<file path="src/rtl/distributor_pkg.sv">
// Shared constants and the round-robin lane search used by the stream distributor.
package distributor_pkg;

  // Upper bound on lane count supported by the lane search helper.
  localparam int MAX_LANES = 64;

  function automatic int lane_idx_width(input int n);
    return (n > 1) ? $clog2(n) : 1;
  endfunction

  function automatic int cnt_width(input int depth);
    return $clog2(depth) + 1;
  endfunction

  // First lane with space at or after ptr, wrapping to the lowest lane below ptr.
  function automatic logic rr_first_free(
    input  logic [MAX_LANES-1:0] space,
    input  int                   n,
    input  int                   ptr,
    output int                   idx
  );
    logic found_hi;
    logic found_lo;
    int   idx_hi;
    int   idx_lo;
    found_hi = 1'b0;
    found_lo = 1'b0;
    idx_hi   = 0;
    idx_lo   = 0;
    for (int l = 0; l < MAX_LANES; l++) begin
      if (l < n && space[l]) begin
        if (l >= ptr && !found_hi) begin
          found_hi = 1'b1;
          idx_hi   = l;
        end
        if (l < ptr && !found_lo) begin
          found_lo = 1'b1;
          idx_lo   = l;
        end
      end
    end
    idx = found_hi ? idx_hi : idx_lo;
    return found_hi | found_lo;
  endfunction

endpackage

</file>
<file path="src/rtl/distributor_lane_fifo.sv">
// Per-lane FIFO with a registered head: rd_data is a flop that keeps its last
// value while the lane is empty, and a written item shows up one cycle later.
module distributor_lane_fifo
  import distributor_pkg::*;
#(
  parameter int DWIDTH = 8,
  parameter int DEPTH  = 2
) (
  input  logic              clk,
  input  logic              rst_n,
  input  logic              wr_en,
  input  logic [DWIDTH-1:0] wr_data,
  output logic              full,
  output logic              rd_valid,
  output logic [DWIDTH-1:0] rd_data,
  input  logic              rd_ready
);

  localparam int AW = $clog2(DEPTH);
  localparam int CW = cnt_width(DEPTH);

  logic [DWIDTH-1:0] mem_q [DEPTH];
  logic [DWIDTH-1:0] mem_d [DEPTH];
  logic [AW-1:0]     wr_ptr_q, wr_ptr_d;
  logic [AW-1:0]     rd_ptr_q, rd_ptr_d;
  logic [CW-1:0]     count_q, count_d;
  logic [DWIDTH-1:0] data_q, data_d;
  logic              push;
  logic              pop;

  assign full     = (count_q == CW'(DEPTH));
  assign rd_valid = (count_q != '0);
  assign rd_data  = data_q;
  assign push     = wr_en & ~full;
  assign pop      = rd_valid & rd_ready;

  always_comb begin
    mem_d    = mem_q;
    wr_ptr_d = wr_ptr_q;
    rd_ptr_d = rd_ptr_q;
    count_d  = count_q;
    if (push) begin
      mem_d[wr_ptr_q] = wr_data;
      wr_ptr_d        = wr_ptr_q + AW'(1);
    end
    if (pop) begin
      rd_ptr_d = rd_ptr_q + AW'(1);
    end
    if (push && !pop) begin
      count_d = count_q + CW'(1);
    end else if (pop && !push) begin
      count_d = count_q - CW'(1);
    end
    // Head register tracks the next item, or holds the last one when draining empty.
    data_d = (count_d != '0) ? mem_d[rd_ptr_d] : data_q;
  end

  always_ff @(posedge clk or negedge rst_n) begin
    if (!rst_n) begin
      for (int k = 0; k < DEPTH; k++) begin
        mem_q[k] <= '0;
      end
      wr_ptr_q <= '0;
      rd_ptr_q <= '0;
      count_q  <= '0;
      data_q   <= '0;
    end else begin
      mem_q    <= mem_d;
      wr_ptr_q <= wr_ptr_d;
      rd_ptr_q <= rd_ptr_d;
      count_q  <= count_d;
      data_q   <= data_d;
    end
  end

endmodule

</file>
<file path="src/rtl/distributor_rr.sv">
// 1-to-N stream distributor: each accepted item goes to the next lane with free
// space in round-robin order; each lane buffers independently.
module distributor_rr
  import distributor_pkg::*;
#(
  parameter  int DWIDTH = 8,
  parameter  int N      = 2,
  parameter  int DEPTH  = 2,
  localparam int PTR_W  = lane_idx_width(N)
) (
  input  logic              clk,
  input  logic              rst_n,
  input  logic              in_valid,
  input  logic [DWIDTH-1:0] in_data,
  output logic              in_ready,
  output logic              out_valid [N-1:0],
  output logic [DWIDTH-1:0] out_data  [N-1:0],
  input  logic              out_ready [N-1:0],
  output logic [PTR_W-1:0]  out_lane
);

  logic [N-1:0]     space;
  logic [N-1:0]     full;
  logic [N-1:0]     wr_en;
  logic [PTR_W-1:0] rr_ptr_q, rr_ptr_d;
  logic [PTR_W-1:0] target;
  logic             found;
  logic             accept;
  int               sel_idx;

  always_comb begin
    sel_idx = 0;
    found   = rr_first_free(MAX_LANES'(space), N, int'(rr_ptr_q), sel_idx);
    target  = '0;
    for (int i = 0; i < N; i++) begin
      if (sel_idx == i) begin
        target = PTR_W'(i);
      end
    end
  end

  assign in_ready = rst_n & found;
  assign accept   = in_valid & in_ready;
  assign out_lane = target;

  // Explicit wrap so non-power-of-two lane counts work.
  always_comb begin
    rr_ptr_d = rr_ptr_q;
    if (accept) begin
      rr_ptr_d = (target == PTR_W'(N - 1)) ? '0 : target + PTR_W'(1);
    end
  end

  always_ff @(posedge clk or negedge rst_n) begin
    if (!rst_n) begin
      rr_ptr_q <= '0;
    end else begin
      rr_ptr_q <= rr_ptr_d;
    end
  end

  for (genvar gi = 0; gi < N; gi++) begin : g_lane
    assign wr_en[gi] = accept && (target == PTR_W'(gi));
    assign space[gi] = ~full[gi];

    distributor_lane_fifo #(
      .DWIDTH (DWIDTH),
      .DEPTH  (DEPTH)
    ) u_fifo (
      .clk      (clk),
      .rst_n    (rst_n),
      .wr_en    (wr_en[gi]),
      .wr_data  (in_data),
      .full     (full[gi]),
      .rd_valid (out_valid[gi]),
      .rd_data  (out_data[gi]),
      .rd_ready (out_ready[gi])
    );
  end

endmodule

</file>
<file path="config.mk">
export PLATFORM = sky130hd
export DESIGN_NAME = distributor_rr
export DESIGN_NICKNAME = d
export VERILOG_FILES = /design/src/rtl/distributor_pkg.sv /design/src/rtl/distributor_lane_fifo.sv /design/src/rtl/distributor_rr.sv
export SDC_FILE = /design/constraint.sdc
export NUM_CORES = 1
export LEC_CHECK = 0
export ABC_CLOCK_PERIOD_IN_PS = 5400
export BUFFER_PORTS_ARGS = -buffer_cell sky130_fd_sc_hd__buf_2
export CELL_PAD_IN_SITES_DETAIL_PLACEMENT = 1
export CELL_PAD_IN_SITES_GLOBAL_PLACEMENT = 1
export CORE_UTILIZATION = 35
export CTS_BUF_LIST = sky130_fd_sc_hd__clkbuf_4 sky130_fd_sc_hd__clkbuf_8
export DETAILED_ROUTE_END_ITERATION = 12
export GPL_TIMING_DRIVEN = 0
export HOLD_SLACK_MARGIN = 0.03
export MAX_ROUTING_LAYER = met4
export PLACE_DENSITY_LB_ADDON = 0.05
export SKIP_LAST_GASP = 1
export SYNTH_ARGS = -nofsm -noshare
export SYNTH_HDL_FRONTEND = slang
export SYNTH_SLANG_ARGS = --single-unit
</file>
<file path="constraint.sdc">
create_clock -name clk -period 5.4 [get_ports clk]
set_input_delay 0.54 -clock clk [delete_from_list [all_inputs] [get_ports clk]]
set_output_delay 0.54 -clock clk [all_outputs]
set_load 0.01 [all_outputs]
</file>
==> summary.md, run 1 <==
| Metric | Value |
|---|---|
| Max VDD drop | approximately 0.21 mV |
| CTS H-Tree Depth | 3 |
| Initial antenna violation count | 0 |
| RSZ-0062 raised after global routing | false |
| Starting Density | ~36% |
| Final Hold Viols | 0 |
| Ys flop type | dfrtp_1 |
| Hpwl dp | roughly 3.7 mm |
| Post-synthesis cell area | 2618 um2 |
| Max-cap violations | 0 |
| Xor and xnor fraction of the mapped netlist area | under 10% |
| CP Launch Type | input pin |
| GRT Residual Overflow | 0 |
| Worst hold margin | 283.0 ps |
| Antenna Violating Nets Remaining | 0 |
| Routability congestion estimate | approximately 0.73 |
| I/O pin cnt | 33 |
| Static Leakage | around 1.4 nW |
| Post-synth EDFFs | 0 |
| Fill count | 783 |
| Cell Count Post-Placement | ~310 |
| Via/cell ratio | approximately 4.8 |
| Die Footprint | 7829 um2 |
| Sequential-to-total area share from yosys stat | a little over half |
| Cts-stage hold buffer count | 0 |
| Pwr/cell area | between 600 and 700 nW/um2 |
| Syn Area/Cell | ~14 um2 |
| Fin crit share | roughly half |
| Switching Power | between 700 and 800 uW |
| Routed vias | 1,591 |
| N_diodes | 0 |
| Clock sinks | 57 |
| GRT busiest layer | met2 |
| IO Port Bufs | 32 |
| Combinational family with the most area after synthesis | multiplexers |
| Top-count cell post-synth | mux2_2 |
| All-layer global routing usage | between 15 and 20% |
| Met1 usage | between 10% and 20% |
| Status | completed |
| Clock Latency Late Sink | roughly 340 ps |
| Clock Tree Root | clkbuf_8 |
| Setup_tns | 0 ps |
| Synth Area in Compound Gates | roughly 2.6% |
| Share of cells above drive strength 1 | between 50% and 60% |
| CTS tree | done |
| Clock Power Share | a little under a fifth |
| DRC viols | 0 |
| Post-Synth Adder-Cell Area | approximately 1.9% |
| Setup Viol. Count Final | 0 |
| Max Fclk | roughly 0.36 GHz |
| CTS clock-pin slew for the worst setup and hold paths | 70 ps |
| Library cells used by synthesis | 34 |
| Clock buffer count from CTS | 9 |
| Wirelength, routed | ~5.3 mm |
| Yosys top cell area share | a little over half |
| Hold crit path type | input pin to asynchronous set/reset pin |
| Clk buf depth | 2 |
| Relative slew slack | 47.99% |
| Final worst setup slack | about 2600 ps |
| Synthesis Warnings | 0 |
| Cells after synthesis | 183 |
| Post-synthesis mux area share | between 20 and 30% |
| Ys async rst share | 100.0% |
| Layout Nets | 243 |
| Clock skew | 6.153 ps |
| Sw Share | between 30% and 40% |
| Reg2reg setup slack | 2640 ps |
| DRT Pass-1 Iters | 3 |
| Dpl ws | approximately 1600 ps |
| Worst slew pin tran | ~780 ps |
| Critical path required time | about 5600 ps |
| Die height | ~88 um |
| Met3 usage | roughly 6% |
| CP Max Fanout | 61 |
| Post_cts resized | 0 |
| Simple-gate share of the synthesized area | 6.740% |
| Reg power frac | between 30 and 40% |
| Most frequent cells after synthesis | 60 x mux2_2, 57 x dfrtp_1 |
| Worst Path Arrival | slightly above 3000 ps |
| Drt first-iter violations | 51 |
| First-pass GRT wire length | around 9 mm |
| Cell taking the most area after synthesis | dfrtp_1 |
| Core Region | slightly above 7000 um2 |
| Die width | about 88 um |
| Syn_nets | 200 |
| Post-CTS Setup Bufs | 0 |
| Row count | 31 |
| Post-Layout Cell Count | 330 |
| Drt wl/cell | roughly 16 um |
| Vias in the first global route | about 1,800 |
| CP endpoint kind | register |
| Critical path class | input pin to register |
| Area growth from synthesis to layout | 18.59% |
| Synth area leaders | dfrtp_1 54%, mux2_2 26%, xnor2_1 2.0% |
| Period minus WS final | approximately 2800 ps |
| Grt met2 use | between 20% and 30% |
| Pin count of the biggest net entering global routing | 62 |
| Max Slew Vio Count | 0 |
| Internal power | 1.400 mW |
| Flops & latches, synth | 57 |
| Combinational share of power | between 40 and 50% |
power by group through the flow:
stage	combinational, mW	sequential [mW]	clock, mW
2_1_floorplan	0.716	0.763	0
3_3_place_gp	0.931	0.743	0
3_5_place_dp	0.982	0.759	0
4_1_cts	0.986	0.753	0.419
5_1_grt	1.07	0.777	0.441
6_report	0.962	0.749	0.401
layout make-up:
cell class	instances	area [um2]	share of cell area, %
clock inverter	5	55.05	1.773
inverter	9	33.78	1.088
multi-input combinational	113	1131	36.44
tap	99	123.9	3.990
sequential	57	1426	45.95
timing repair buffer	32	162.7	5.240
buffer	4	26.28	0.8464
clock buffer	11	145.1	4.676
registers in the layout, indices dropped and copies added (netlist names):
register	cells
g_lane.u_fifo.count_q	4
g_lane.u_fifo.rd_data	16
rr_ptr_q	1
g_lane.u_fifo.wr_ptr_q	2
g_lane.u_fifo.rd_ptr_q	2
g_lane.u_fifo.mem_q	32
logic make-up after synthesis:
logic type | Yosys count
AND/OR/NAND/NOR | 25
multiplexers | 69
buffers and inverters | 13
flip-flops | 57
AO/OA/AOI/OAI | 8
XOR/XNOR | 7
adder cells (fa/ha/maj) | 4
metrics by stage:
step | power (mW) | utilization [%] | area, um2
finish | 2.112 | 42.80 | 3104
global route | 2.289 | 42.80 | 3104
CTS | 2.157 | 42.76 | 3102
detailed placement | 1.741 | 40.00 | 2902
global placement | 1.674 | 40.00 | 2902
floorplan | 1.479 | - | 2618
worst max-delay path: stages:
cell and delay, ps:
buf_4 600, nand2_2 260, or3_1 370, buf_4 180
mux2i_1 130, mux2i_2 520, mux2_2 400
cells in the final DEF, fill, tap and decap left out, types with 3 or more instances in the layout:
| master | netlist | final |
|---|---|---|
| mux2_1 | 4 | 4 |
| xnor2_1 | 6 | 6 |
| dfrtp_1 | 57 | 57 |
| inv_1 | 6 | 6 |
| clkbuf_8 | 0 | 10 |
| inv_2 | 3 | 3 |
| mux2_2 | 60 | 60 |
| nor2_1 | 6 | 6 |
| buf_4 | 3 | 4 |
| ha_1 | 4 | 4 |
| buf_2 | 0 | 31 |
| nand2_1 | 6 | 6 |
| mux2i_1 | 4 | 4 |
per-layer routing:
metal	vias to the layer above	share of wire, %
met4	0	2.6
li1	728	-
met1	819	42
met2	32	52
met5	-	0
met3	12	4.0
worst paths after layout:
path | startpoint | end | cells after the start
worst max-delay path | rst_n | g_lane[0].u_fifo.rd_data[2] | 7
worst min register to register | g_lane[1].u_fifo.mem_q[5] | g_lane[1].u_fifo.mem_q[5] | 1
max in group asynchronous | rst_n | g_lane[1].u_fifo.mem_q[14] | 1
worst max register to register | g_lane[0].u_fifo.count_q[0] | g_lane[1].u_fifo.rd_data[3] | 7
worst min-delay path | rst_n | g_lane[0].u_fifo.count_q[1] | 1
min in group clk | g_lane[1].u_fifo.mem_q[5] | g_lane[1].u_fifo.mem_q[5] | 1
(Power assumes the default switching activity.)
==> inputs of run 2 (changes only) <==
Settings changed: ABC_CLOCK_PERIOD_IN_PS 5400 to 2300.
Clock period 5.4 ns to 2.3 ns, I/O delays scaled along.
==> summary.md, run 2 (synthesis gave the netlist of run 1 again) <==
| Metric | Value |
|---|---|
| Register area | 1429 um2 (+0.18%) |
| Clock Tree Root | clkbuf_8 |
| Max-cap violations | 0 (unchanged) |
| Sw Share | 32.66% (-1.1 points) |
| Worst slew pin tran | 331.7 ps (-448.4 ps) |
| Combinational share of power | 51.0% (+5.5 points) |
| Clock skew | 9.056 ps (+2.903 ps) |
| Die height | 88.48 um (unchanged) |
| RSZ-0062 raised after global routing | true |
| Cell Count Post-Placement | 314 (unchanged) |
| Post-Layout Cell Count | 343 (+3.9%) |
| CTS clock-pin slew for the worst setup and hold paths | 60 ps (about the same) |
| GRT Residual Overflow | 0 (unchanged) |
| N_diodes | 0 (unchanged) |
| Clk buf depth | 2 (unchanged) |
| Die width | 88.48 um (unchanged) |
| Reg power frac | 32.0% (-3.5 points) |
| Max VDD drop | 0.5422 mV (+160%) |
| Period minus WS final | 2298 ps |
| Critical path required time | 2510 ps (-3120 ps) |
| Relative slew slack | 77.89% (+30 points) |
| Via/cell ratio | 4.758 (-1.3%) |
| DRC viols | 0 (unchanged) |
| Internal power | 3.736 mW (+170%) |
| CP Launch Type | register |
| CTS H-Tree Depth | 3 (unchanged) |
| Clock Latency Late Sink | 340 ps (about the same) |
| CP Max Fanout | 8 (-87%) |
| Antenna Violating Nets Remaining | 0 (unchanged) |
| Row count | 31 (unchanged) |
| Drt wl/cell | 16.19 um (+1.7%) |
| Total Power | 5.547 mW (+160%) |
| Core Region | 7253 um2 (unchanged) |
| Wirelength, routed | 5.554 mm (+5.7%) |
| Vias in the first global route | 1,798 (+2.4%) |
| DRT Pass-1 Iters | 4 (+1) |
| Dpl ws | -1286 ps (-2889 ps) |
| Design area | 3430 um2 (+10%) |
| Footprint of the multi-input gates | 1266 um2 (+12%) |
| Final worst setup slack | 1.693 ps (-2596 ps) |
| CTS tree | done |
| Pin count of the biggest net entering global routing | 58 (-6.5%) |
| Static Leakage | 1.560 nW (+11%) |
| Routability congestion estimate | 0.7363 (+0.85%) |
| I/O pin cnt | 33 (unchanged) |
| Routed vias | 1,632 (+2.6%) |
| Fill count | 750 (-4.2%) |
| Worst Path Arrival | 2510 ps (-520 ps) |
| Drt first-iter violations | 38 (-25%) |
| Most flops, register | g_lane.u_fifo.mem_q |
| CP endpoint kind | register |
| Pwr/cell area | 1617 nW/um2 (+140%) |
| Final Hold Viols | 0 (unchanged) |
| Share of cells above drive strength 1 | 60.66% (+7.8 points) |
| Clock buffer count from CTS | 9 (unchanged) |
| Hold crit path type | input pin to register |
| Initial antenna violation count | 0 (unchanged) |
| Status | completed |
| Max Fclk | 0.4351 GHz |
| All-layer global routing usage | 17.06% (+0.52 points) |
| Starting Density | 36.09% (unchanged) |
| First-pass GRT wire length | 9.315 mm (+3.3%) |
| Switching Power | 1.812 mW (+150%) |
| Layout Nets | 257 (+5.8%) |
| Setup Viol. Count Final | 0 (unchanged) |
| Dpl cell area | 2925 um2 (+0.82%) |
| Clock Power Share | 17.0% (-2.0 points) |
| Area growth from synthesis to layout | 31.02% |
| Flip-flop count of the largest register after layout | 32 (unchanged) |
| Critical path class | register to register |
| Fin crit share | between 90 and 100% |
| IO Port Bufs | 32 (unchanged) |
| Most common cell after layout, fill and taps aside | dfrtp_1 |
| Die Footprint | 7829 um2 (unchanged) |
| Max Slew Vio Count | 0 (unchanged) |
| Most frequent cells in the layout | 55 x dfrtp_1, 47 x mux2_2, 31 x buf_2 |
| Hpwl dp | 3.588 mm (-4.1%) |
| Clock sinks | 57 (unchanged) |
## run 2: worst paths after layout
check | from | end | slack [ps] | cells past startpoint
max | g_lane[1].u_fifo.count_q[0] | g_lane[0].u_fifo.rd_data[7] | 2 | 8
min | in_data[3] | g_lane[0].u_fifo.mem_q[3] | 190 | 2
max reg2reg | g_lane[1].u_fifo.count_q[0] | g_lane[0].u_fifo.rd_data[7] | 2 | 8
min reg2reg | g_lane[1].u_fifo.mem_q[1] | g_lane[1].u_fifo.mem_q[1] | 500 | 1
max in group asynchronous | rst_n | g_lane[1].u_fifo.count_q[1] | 1550 | 3
min in group asynchronous | rst_n | g_lane[0].u_fifo.mem_q[6] | 500 | 3
## run 2: routing by layer
metal,vias up,track usage [%],share of wire [%]
met5,-,-,0
met4,0,7.478,2.0
met3,11,3.918,2.6
met2,30,26.22,51
met1,839,21.55,45
li1,752,-,-
## run 2: layout make-up
class	count	share of cell area (%)
multi-input combinational	113	36.92
timing repair buffer	47	10.25
sequential	57	41.66
clock buffer	12	4.633
inverter	9	0.9850
clock inverter	3	1.167
buffer	3	0.7661
tap	99	3.612
## run 2: what timing repair did
action / 4_1_cts / 5_1_grt
hold endpoints to repair: 57 / 0
gates resized for setup: 26 / 4
hold buffers: 2 / 0
setup endpoints to repair: 41 / 16
setup buffers: 9 / 4
pin swaps: 5 / 2
## run 2: power by group through the flow
stage,sequential [mW],combinational [mW],clock (mW)
2_1_floorplan,1.80,1.73,0
3_3_place_gp,1.75,2.24,0
3_5_place_dp,1.79,2.34,0
4_1_cts,1.78,2.81,0.967
5_1_grt,1.84,3.11,1.02
6_report,1.77,2.83,0.944
## run 2: stage by stage
stage	util (%)	setup TNS (ps)	hold slack [ps]
6_report	47.28	0	191.0
5_1_grt	47.28	-728.9	185.2
4_1_cts	46.66	-201.2	178.0
3_5_place_dp	40.33	-33110	482.5
3_3_place_gp	40.33	-29070	475.1
2_1_floorplan	-	-344.7	-65.59
## run 2: worst max-delay path, stage by stage (launching register included)
cell,delay (ps)
dfrtp_2,410
inv_2,70
ha_4,130
and2b_2,250
nor4b_4,290
buf_12,190
mux2_4,310
mux2_4,270
mux2_2,260
